## config.mk

```make
export PLATFORM = sky130hd
export DESIGN_NAME = array_9_arb_flat
export DESIGN_NICKNAME = d
export VERILOG_FILES = /design/src/rtl/array_9_pkg.sv /design/src/rtl/array_9_arb_if.sv /design/src/rtl/array_9_rr2.sv /design/src/rtl/array_9_arb.sv /design/src/flat_wrapper.sv
export SDC_FILE = /design/constraint.sdc
export NUM_CORES = 1
export LEC_CHECK = 0
export CELL_PAD_IN_SITES_DETAIL_PLACEMENT = 0
export CELL_PAD_IN_SITES_GLOBAL_PLACEMENT = 2
export CORE_AREA = 3 3 61 77
export DETAILED_ROUTE_END_ITERATION = 10
export DIE_AREA = 0 0 64 80
export PLACE_DENSITY = 0.84
export SYNTH_ARGS = -nofsm -noshare
export SYNTH_HDL_FRONTEND = slang
export SYNTH_SLANG_ARGS = --single-unit
```

## constraint.sdc

```tcl
create_clock -name clock -period 3.5 [get_ports clock]
set_input_delay 0.7 -clock clock [delete_from_list [all_inputs] [get_ports clock]]
set_output_delay 0.7 -clock clock [all_outputs]
set_load 0.01 [all_outputs]
```

## src/rtl/array_9_pkg.sv

```systemverilog
// Shared types and constants for the array_9 RAM arbiter.
package array_9_pkg;

    localparam int unsigned ADDR_W = 5;
    localparam int unsigned DATA_W = 4;
    localparam int unsigned DEPTH  = 1 << ADDR_W;

    typedef enum logic {
        StInit,
        StRun
    } state_e;

    typedef enum logic [1:0] {
        OwnNone,
        OwnA,
        OwnB
    } owner_e;

    typedef struct packed {
        logic [ADDR_W-1:0] addr;
        logic              wmode;
        logic [DATA_W-1:0] wmask;
        logic [DATA_W-1:0] wdata;
    } req_t;

endpackage

```

## src/rtl/array_9_arb_if.sv

```systemverilog
// Request/response ports A and B, the RW0 RAM port and init status of array_9_arb.
interface array_9_arb_if;
    import array_9_pkg::*;

    logic              a_req_valid;
    logic              a_req_ready;
    logic [ADDR_W-1:0] a_req_addr;
    logic              a_req_wmode;
    logic [DATA_W-1:0] a_req_wmask;
    logic [DATA_W-1:0] a_req_wdata;
    logic              a_resp_valid;
    logic [DATA_W-1:0] a_resp_rdata;

    logic              b_req_valid;
    logic              b_req_ready;
    logic [ADDR_W-1:0] b_req_addr;
    logic              b_req_wmode;
    logic [DATA_W-1:0] b_req_wmask;
    logic [DATA_W-1:0] b_req_wdata;
    logic              b_resp_valid;
    logic [DATA_W-1:0] b_resp_rdata;

    logic [ADDR_W-1:0] RW0_addr;
    logic              RW0_en;
    logic              RW0_wmode;
    logic [DATA_W-1:0] RW0_wmask;
    logic [DATA_W-1:0] RW0_wdata;
    logic [DATA_W-1:0] RW0_rdata;

    logic              init_done;

    // Arbiter side.
    modport slave (
        input  a_req_valid, a_req_addr, a_req_wmode, a_req_wmask, a_req_wdata,
        output a_req_ready, a_resp_valid, a_resp_rdata,
        input  b_req_valid, b_req_addr, b_req_wmode, b_req_wmask, b_req_wdata,
        output b_req_ready, b_resp_valid, b_resp_rdata,
        output RW0_addr, RW0_en, RW0_wmode, RW0_wmask, RW0_wdata,
        input  RW0_rdata,
        output init_done
    );

    // Requester and RAM side.
    modport master (
        output a_req_valid, a_req_addr, a_req_wmode, a_req_wmask, a_req_wdata,
        input  a_req_ready, a_resp_valid, a_resp_rdata,
        output b_req_valid, b_req_addr, b_req_wmode, b_req_wmask, b_req_wdata,
        input  b_req_ready, b_resp_valid, b_resp_rdata,
        input  RW0_addr, RW0_en, RW0_wmode, RW0_wmask, RW0_wdata,
        output RW0_rdata,
        input  init_done
    );

endinterface

```

## src/rtl/array_9_rr2.sv

```systemverilog
// Two-way round-robin arbiter: bit 0 = port A, bit 1 = port B, one-hot grant.
module array_9_rr2 (
    input  logic       clock,
    input  logic       reset,
    input  logic       enable,
    input  logic [1:0] valid,
    output logic [1:0] grant
);

    logic prefer_b_q;
    logic prefer_b_d;

    always_comb begin
        grant = 2'b00;
        if (enable) begin
            unique case (valid)
                2'b01:   grant = 2'b01;
                2'b10:   grant = 2'b10;
                2'b11:   grant = prefer_b_q ? 2'b10 : 2'b01;
                default: grant = 2'b00;
            endcase
        end
    end

    // After a grant the other port wins the next tie; idle cycles keep the pointer.
    always_comb begin
        prefer_b_d = prefer_b_q;
        if (grant != 2'b00) begin
            prefer_b_d = grant[0];
        end
    end

    always_ff @(posedge clock or posedge reset) begin
        if (reset) begin
            prefer_b_q <= 1'b0;
        end else begin
            prefer_b_q <= prefer_b_d;
        end
    end

endmodule

```

## src/rtl/array_9_arb.sv

```systemverilog
// Round-robin arbiter/sequencer for the array_9 RW0 port, with 1-cycle read return.
// Define ARRAY_9_ARB_INIT_EN to zero-fill the array after reset before accepting traffic.
module array_9_arb
    import array_9_pkg::*;
(
    input  logic          clock,
    input  logic          reset,
    array_9_arb_if.slave  bus
);

    state_e     state_q;
    owner_e     owner_q;
    owner_e     owner_d;
    logic       run;
    logic       arb_en;
    logic [1:0] grant;
    req_t       a_req;
    req_t       b_req;
    req_t       sel_req;

`ifdef ARRAY_9_ARB_INIT_EN
    state_e            state_d;
    logic [ADDR_W-1:0] init_cnt_q;
    logic [ADDR_W-1:0] init_cnt_d;

    always_comb begin
        state_d    = state_q;
        init_cnt_d = init_cnt_q;
        if (state_q == StInit) begin
            init_cnt_d = init_cnt_q + 1'b1;
            if (init_cnt_q == ADDR_W'(DEPTH - 1)) begin
                state_d = StRun;
            end
        end
    end

    always_ff @(posedge clock or posedge reset) begin
        if (reset) begin
            state_q    <= StInit;
            init_cnt_q <= '0;
        end else begin
            state_q    <= state_d;
            init_cnt_q <= init_cnt_d;
        end
    end
`else
    assign state_q = StRun;
`endif

    assign run    = (state_q == StRun);
    // Keeps ready low while reset is held, even in a build without the init sweep.
    assign arb_en = run & ~reset;

    assign a_req = {bus.a_req_addr, bus.a_req_wmode, bus.a_req_wmask, bus.a_req_wdata};
    assign b_req = {bus.b_req_addr, bus.b_req_wmode, bus.b_req_wmask, bus.b_req_wdata};

    array_9_rr2 u_rr2 (
        .clock  (clock),
        .reset  (reset),
        .enable (arb_en),
        .valid  ({bus.b_req_valid, bus.a_req_valid}),
        .grant  (grant)
    );

    assign sel_req = grant[1] ? b_req : a_req;

    always_comb begin
        bus.RW0_en    = |grant;
        bus.RW0_addr  = sel_req.addr;
        bus.RW0_wmode = sel_req.wmode;
        bus.RW0_wmask = sel_req.wmask;
        bus.RW0_wdata = sel_req.wdata;
`ifdef ARRAY_9_ARB_INIT_EN
        if (state_q == StInit) begin
            bus.RW0_en    = 1'b1;
            bus.RW0_addr  = init_cnt_q;
            bus.RW0_wmode = 1'b1;
            bus.RW0_wmask = '1;
            bus.RW0_wdata = '0;
        end
`endif
    end

    always_comb begin
        owner_d = OwnNone;
        if (grant[0] && !a_req.wmode) begin
            owner_d = OwnA;
        end else if (grant[1] && !b_req.wmode) begin
            owner_d = OwnB;
        end
    end

    always_ff @(posedge clock or posedge reset) begin
        if (reset) begin
            owner_q <= OwnNone;
        end else begin
            owner_q <= owner_d;
        end
    end

    assign bus.a_req_ready  = grant[0];
    assign bus.b_req_ready  = grant[1];
    assign bus.a_resp_valid = (owner_q == OwnA);
    assign bus.b_resp_valid = (owner_q == OwnB);
    assign bus.a_resp_rdata = bus.RW0_rdata;
    assign bus.b_resp_rdata = bus.RW0_rdata;
    assign bus.init_done    = run;

endmodule

```

## src/flat_wrapper.sv

```systemverilog
// flat-port wrapper written by rule: the top's interface ports become plain ports
module array_9_arb_flat import array_9_pkg::*;
  (clock, reset, bus_a_req_valid, bus_a_req_addr, bus_a_req_wmode, bus_a_req_wmask, bus_a_req_wdata, bus_a_req_ready, bus_a_resp_valid, bus_a_resp_rdata, bus_b_req_valid, bus_b_req_addr, bus_b_req_wmode, bus_b_req_wmask, bus_b_req_wdata, bus_b_req_ready, bus_b_resp_valid, bus_b_resp_rdata, bus_RW0_addr, bus_RW0_en, bus_RW0_wmode, bus_RW0_wmask, bus_RW0_wdata, bus_RW0_rdata, bus_init_done);
  array_9_arb_if bus_i ();
  input  logic clock;
  input  logic reset;
  input wire logic [$bits(bus_i.a_req_valid)-1:0] bus_a_req_valid;
  input wire logic [$bits(bus_i.a_req_addr)-1:0] bus_a_req_addr;
  input wire logic [$bits(bus_i.a_req_wmode)-1:0] bus_a_req_wmode;
  input wire logic [$bits(bus_i.a_req_wmask)-1:0] bus_a_req_wmask;
  input wire logic [$bits(bus_i.a_req_wdata)-1:0] bus_a_req_wdata;
  output wire logic [$bits(bus_i.a_req_ready)-1:0] bus_a_req_ready;
  output wire logic [$bits(bus_i.a_resp_valid)-1:0] bus_a_resp_valid;
  output wire logic [$bits(bus_i.a_resp_rdata)-1:0] bus_a_resp_rdata;
  input wire logic [$bits(bus_i.b_req_valid)-1:0] bus_b_req_valid;
  input wire logic [$bits(bus_i.b_req_addr)-1:0] bus_b_req_addr;
  input wire logic [$bits(bus_i.b_req_wmode)-1:0] bus_b_req_wmode;
  input wire logic [$bits(bus_i.b_req_wmask)-1:0] bus_b_req_wmask;
  input wire logic [$bits(bus_i.b_req_wdata)-1:0] bus_b_req_wdata;
  output wire logic [$bits(bus_i.b_req_ready)-1:0] bus_b_req_ready;
  output wire logic [$bits(bus_i.b_resp_valid)-1:0] bus_b_resp_valid;
  output wire logic [$bits(bus_i.b_resp_rdata)-1:0] bus_b_resp_rdata;
  output wire logic [$bits(bus_i.RW0_addr)-1:0] bus_RW0_addr;
  output wire logic [$bits(bus_i.RW0_en)-1:0] bus_RW0_en;
  output wire logic [$bits(bus_i.RW0_wmode)-1:0] bus_RW0_wmode;
  output wire logic [$bits(bus_i.RW0_wmask)-1:0] bus_RW0_wmask;
  output wire logic [$bits(bus_i.RW0_wdata)-1:0] bus_RW0_wdata;
  input wire logic [$bits(bus_i.RW0_rdata)-1:0] bus_RW0_rdata;
  output wire logic [$bits(bus_i.init_done)-1:0] bus_init_done;
  assign bus_i.a_req_valid = bus_a_req_valid;
  assign bus_i.a_req_addr = bus_a_req_addr;
  assign bus_i.a_req_wmode = bus_a_req_wmode;
  assign bus_i.a_req_wmask = bus_a_req_wmask;
  assign bus_i.a_req_wdata = bus_a_req_wdata;
  assign bus_a_req_ready = bus_i.a_req_ready;
  assign bus_a_resp_valid = bus_i.a_resp_valid;
  assign bus_a_resp_rdata = bus_i.a_resp_rdata;
  assign bus_i.b_req_valid = bus_b_req_valid;
  assign bus_i.b_req_addr = bus_b_req_addr;
  assign bus_i.b_req_wmode = bus_b_req_wmode;
  assign bus_i.b_req_wmask = bus_b_req_wmask;
  assign bus_i.b_req_wdata = bus_b_req_wdata;
  assign bus_b_req_ready = bus_i.b_req_ready;
  assign bus_b_resp_valid = bus_i.b_resp_valid;
  assign bus_b_resp_rdata = bus_i.b_resp_rdata;
  assign bus_RW0_addr = bus_i.RW0_addr;
  assign bus_RW0_en = bus_i.RW0_en;
  assign bus_RW0_wmode = bus_i.RW0_wmode;
  assign bus_RW0_wmask = bus_i.RW0_wmask;
  assign bus_RW0_wdata = bus_i.RW0_wdata;
  assign bus_i.RW0_rdata = bus_RW0_rdata;
  assign bus_init_done = bus_i.init_done;
  array_9_arb u_core (.clock(clock), .reset(reset), .bus(bus_i));
endmodule
```

Yosys cells after proc, flatten, opt, wreduce, memory -nomap -nowiden
Cells that the tools add are included.
- register bits after elaboration: 3
- output and inout port bits: 28
- reductions and logical operators: 6
- equality and inequality tests: 5
- multiplexer cells: 6
- operators by type and width (kind ; number):
    $mux W14 ; 1
    $mux W2 ; 4
    $eq A2 B2 Y1 const B ; 3
    $pmux W2 S3 ; 1
    $eq A2 B1 Y1 const B ; 2
    $logic_and A1 B1 Y1 ; 2
    $logic_not A1 Y1 ; 2
    $reduce_bool A2 Y1 ; 1
    $reduce_or A2 Y1 ; 1

Depth between registers and ports, before layout
- depth after elaboration: 6
- gate-level depth with buffers: 4

Cells and area by module
From an unflattened synthesis, not the netlist that was laid out.
- cell total of the unflattened synthesis: 43
- area, all modules: 446.7 sq um
- by module, submodules not included (module ; area an instance (sq um) ; cells each ; seq. area each (sq um) ; times used):
    array_9_arb ; 381.6 ; 34 ; 50.0 ; 1
    array_9_rr2 ; 65.1 ; 9 ; 25.0 ; 1

Worst setup path before layout
No wires, ideal clock.
- kind: input port to output port
- start: input port bus_a_req_valid
- end: output port bus_RW0_addr[2]
- cell stages on the path: 4
- buffers on the path: 1
- setup slack: 1298 ps
- arrival time: 1502 ps
- path through: inv_1 -> o211ai_4 -> buf_12 -> mux2_4
- cells in the longest elaborated chain, start to end: 4
- RTL lines (item ; RTL line ; RTL):
    start: declaration ; flat_wrapper.sv:7 ; input wire logic [$bits(bus_i.a_req_valid)-1:0] bus_a_req_valid;
    $eq A2 B2 Y1 / $eq A2 B1 Y1 (equally long branches) ; array_9_rr2.sv:16 ; unique case (valid)
    $pmux W2 S3 * ; array_9_rr2.sv:16 ;
    $mux W2 * ; array_9_rr2.sv:15 ; if (enable) begin
    $mux W14 * ; array_9_arb.sv:65 ; assign sel_req = grant[1] ? b_req : a_req;
    end: declaration ; flat_wrapper.sv:23 ; output wire logic [$bits(bus_i.RW0_addr)-1:0] bus_RW0_addr;
Mark *: on every way between the ends. The rest lies on a longest branch, timed or not.

Worst setup path in the final report
- start: input port bus_a_req_valid
- end: output port bus_RW0_addr[3]
The elaborated chain is that of the path after synthesis.

==> metrics.log <==
[metrics] Peak supply drop: 0.0002976 V
[metrics] Leak Pwr: 0.4068 nW
[metrics] clock tree from TritonCTS: done
[metrics] time the worst path needs with I/O delays and setup: 3.350 ns
[metrics] number of buffers inserted during clock tree synthesis: 3
[metrics] flip-flop and latch count after synthesis: 3
[metrics] number of distinct library cells after synthesis: 13
[metrics] Slowest Stage Delay on Critical Path: 0.52 ns
[metrics] commonest non-fill, non-tap cell in the layout: sky130_fd_sc_hd__clkdlybuf4s50_1
[metrics] number of failing setup endpoints in the final timing report: 0
[metrics] overall track demand over capacity in global routing: 6.255%
[metrics] largest net degree at the start of global routing: 17
[metrics] weighted congestion at the end of routability-driven global placement: 0.7084
[metrics] most repeated library cell on the critical path: sky130_fd_sc_hd__clkdlybuf4s50_1
[metrics] Worst Skew: 0.0001460 ns
[metrics] count of buffers inserted at the top-level ports: 50
[metrics] # clock sinks: 3
[metrics] starting density of the core: 10.83%
[metrics] startpoint types: input port
[metrics] Arr. time, crit path: 2.65 ns
[metrics] final antenna diode count: 0
[metrics] most used cells in the layout excluding fill and tap cells: sky130_fd_sc_hd__clkdlybuf4s50_1, sky130_fd_sc_hd__mux2_4, sky130_fd_sc_hd__mux2_2
[metrics] DRC violation count after routing: 0
[metrics] Synth Net Count: 78
[metrics] total power density per cell area: 264.5 nW/um^2
[metrics] number of fill cells in the layout: 444
[metrics] number of H-tree levels: 1
[metrics] Clock Latency Late Sink: 0.21 ns
[metrics] GRT Residual Overflow: 0
[metrics] crit path capture type: output pin
[metrics] drt wl/cell: 10.72 um
[metrics] Core Rows: 26
[metrics] overall power after layout: 0.2562 mW
[metrics] critical path peak fanout: 16
[metrics] WS Path Type: in2out
[metrics] f_max: 298.5 MHz
[metrics] Worst Hold Class: reg2reg
[metrics] die outline width: 64 um
[metrics] Max Root-Sink Buffers: 2
[metrics] number of violations of the max-capacitance limit: 0
[metrics] average cell area after synthesis: 10.49 um^2
[metrics] Routed Wire Length: 1522 um
[metrics] post_cts resized: 0
[metrics] DIE AREA: 5120 um^2
[metrics] die extent in y: 80 um
[metrics] Post-CTS Hold Fix Bufs: 0
[metrics] crit share post-route: 95.72%
[metrics] post-CTS clock slew at the launch and capture registers of the worst setup and hold paths: 0.03 ns
[metrics] number of warnings printed during yosys synthesis: 0
[metrics] via count of the first global-routing pass: 506
[metrics] final setup TNS: 0 ns
[metrics] share of cells above drive strength 1: 20.93%
[metrics] number of setup buffers added after CTS: 0
[metrics] Syn-to-layout area delta: 119.9%
[metrics] worst slew margin relative to its limit: 57.77%
[metrics] initial drt markers: 9
[metrics] placed wire-length estimate: 1325 um
[metrics] pin slew with the least headroom to its limit: 0.6305 ns
[metrics] Netlist Area Pre-Place: 440.4 um^2
[metrics] required time at the endpoint of the critical path: 2.80 ns
[metrics] Synth Instances: 42
[metrics] clock tree root driver cell: sky130_fd_sc_hd__clkbuf_8
[metrics] slowest cell on the critical path: sky130_fd_sc_hd__o211ai_4
[metrics] Final Hold Viols: 0
[metrics] iteration count of the initial detailed-routing pass: 3
[metrics] Std-Cell Core Area: 4066 um^2
[metrics] Vias: 477
[metrics] cells traversed along the worst timing path: clkdlybuf4s50_1 > inv_1 > o211ai_4 > mux2_2 > clkdlybuf4s50_1
[metrics] share of the yosys chip area belonging to registers: 17.05%
[metrics] Post-DRT Antenna Nets: 0
[metrics] Top-Level Pins: 64
[metrics] first-pass GRT wire length: 2449 um
[metrics] antenna violations before repair: 0
[metrics] count of final max-slew check failures: 0
[metrics] RSZ-0062 raised after global routing: false
[metrics] Final Net Count: 123
[metrics] worst-case hold slack: 0.5703 ns
[metrics] via density per instance: 3.359
[metrics] outcome: completed
## synthesized netlist by cell type
cell	n	area [um^2]
sky130_fd_sc_hd__mux2_4	8	120.1
sky130_fd_sc_hd__o21ai_0	2	10.01
sky130_fd_sc_hd__or2b_1	1	7.510
sky130_fd_sc_hd__o211ai_4	1	21.27
sky130_fd_sc_hd__conb_1	1	3.750
sky130_fd_sc_hd__buf_4	9	67.56
sky130_fd_sc_hd__nor2b_1	3	18.77
sky130_fd_sc_hd__dfrtp_1	3	75.07
sky130_fd_sc_hd__inv_1	4	15.01
sky130_fd_sc_hd__buf_12	1	20.02
sky130_fd_sc_hd__nor2_1	1	3.750
sky130_fd_sc_hd__a21oi_1	2	10.01
sky130_fd_sc_hd__mux2_2	6	67.56
## final timing paths
| check | slack (ns) | endpoint | depth (start not counted) | from |
|---|---|---|---|---|
| worst max-delay path | 0.15 | bus_RW0_addr[3] | 5 | bus_a_req_valid |
| worst min-delay path | 0.57 | u_core.u_rr2.prefer_b_q$_DFFE_PP0P_ | 1 | u_core.u_rr2.prefer_b_q$_DFFE_PP0P_ |
| worst max register to register | 2.27 | u_core.owner_q[1]$_DFF_PP0_ | 2 | u_core.u_rr2.prefer_b_q$_DFFE_PP0P_ |
| worst min register to register | 0.57 | u_core.u_rr2.prefer_b_q$_DFFE_PP0P_ | 1 | u_core.u_rr2.prefer_b_q$_DFFE_PP0P_ |
| max in group asynchronous | 2.56 | u_core.owner_q[0]$_DFF_PP0_ | 2 | reset |
| min in group asynchronous | 0.77 | u_core.owner_q[1]$_DFF_PP0_ | 2 | reset |
## logic make-up (layout without fill, tap and decap cells)
family                 Yosys count  after routing  synth area share, %
flip-flops                       3              3                17.05
AO/OA/AOI/OAI                    5              5                9.375
buffers and inverters           14             58                23.29
multiplexers                    14             14                42.61
AND/OR/NAND/NOR                  5              5                6.818
other                            1              1               0.8515
## state kept, by name (all words and copies together), names as in the netlist
signal,flops
u_core.owner_q,2
u_core.u_rr2.prefer_b_q,1
## where the power goes
part | switching, mW | internal [mW]
Sequential | 0.00383 | 0.0382
Clock | 0.0227 | 0.0777
Combinational | 0.0347 | 0.0791
## final cells by class
cell class / count / area [um^2] / share of cell area [%]
inverters: 4 / 15.01 / 1.550
flip-flops and latches: 3 / 75.07 / 7.752
multi-input cells: 25 / 262.8 / 27.13
well taps: 56 / 70.07 / 7.235
clock buffers: 4 / 45.04 / 4.651
repair buffers: 50 / 500.5 / 51.68
## per-stage QoR
stage | setup slack [ns] | utilization [%] | cells | cell area, um^2
2_1_floorplan | 1.298 | - | 42 | 440.4
3_3_place_gp | 0.1410 | 22.71 | 138 | 923.4
3_5_place_dp | 0.1117 | 22.71 | 138 | 923.4
4_1_cts | 0.1080 | 23.82 | 142 | 968.4
5_1_grt | 0.04633 | 23.82 | 142 | 968.4
6_report | 0.1497 | 23.82 | 142 | 968.4
## layer usage
| metal | vias to the layer above | global-route usage, % | wire length, um |
|---|---|---|---|
| met5 | - | 0 | 0 |
| met4 | 0 | 1.512 | 2 |
| met3 | 2 | 3.803 | 261 |
| met2 | 58 | 11.07 | 683 |
| met1 | 196 | 6.119 | 574 |
| li1 | 221 | - | - |
## worst max-delay path: cells and delay by family
family                 cells  cell delay [ns]
AOI/OAI and AO/OA          1             0.52
buffers and inverters      3             1.01
muxes                      1             0.41
(Power assumes the default switching activity.)
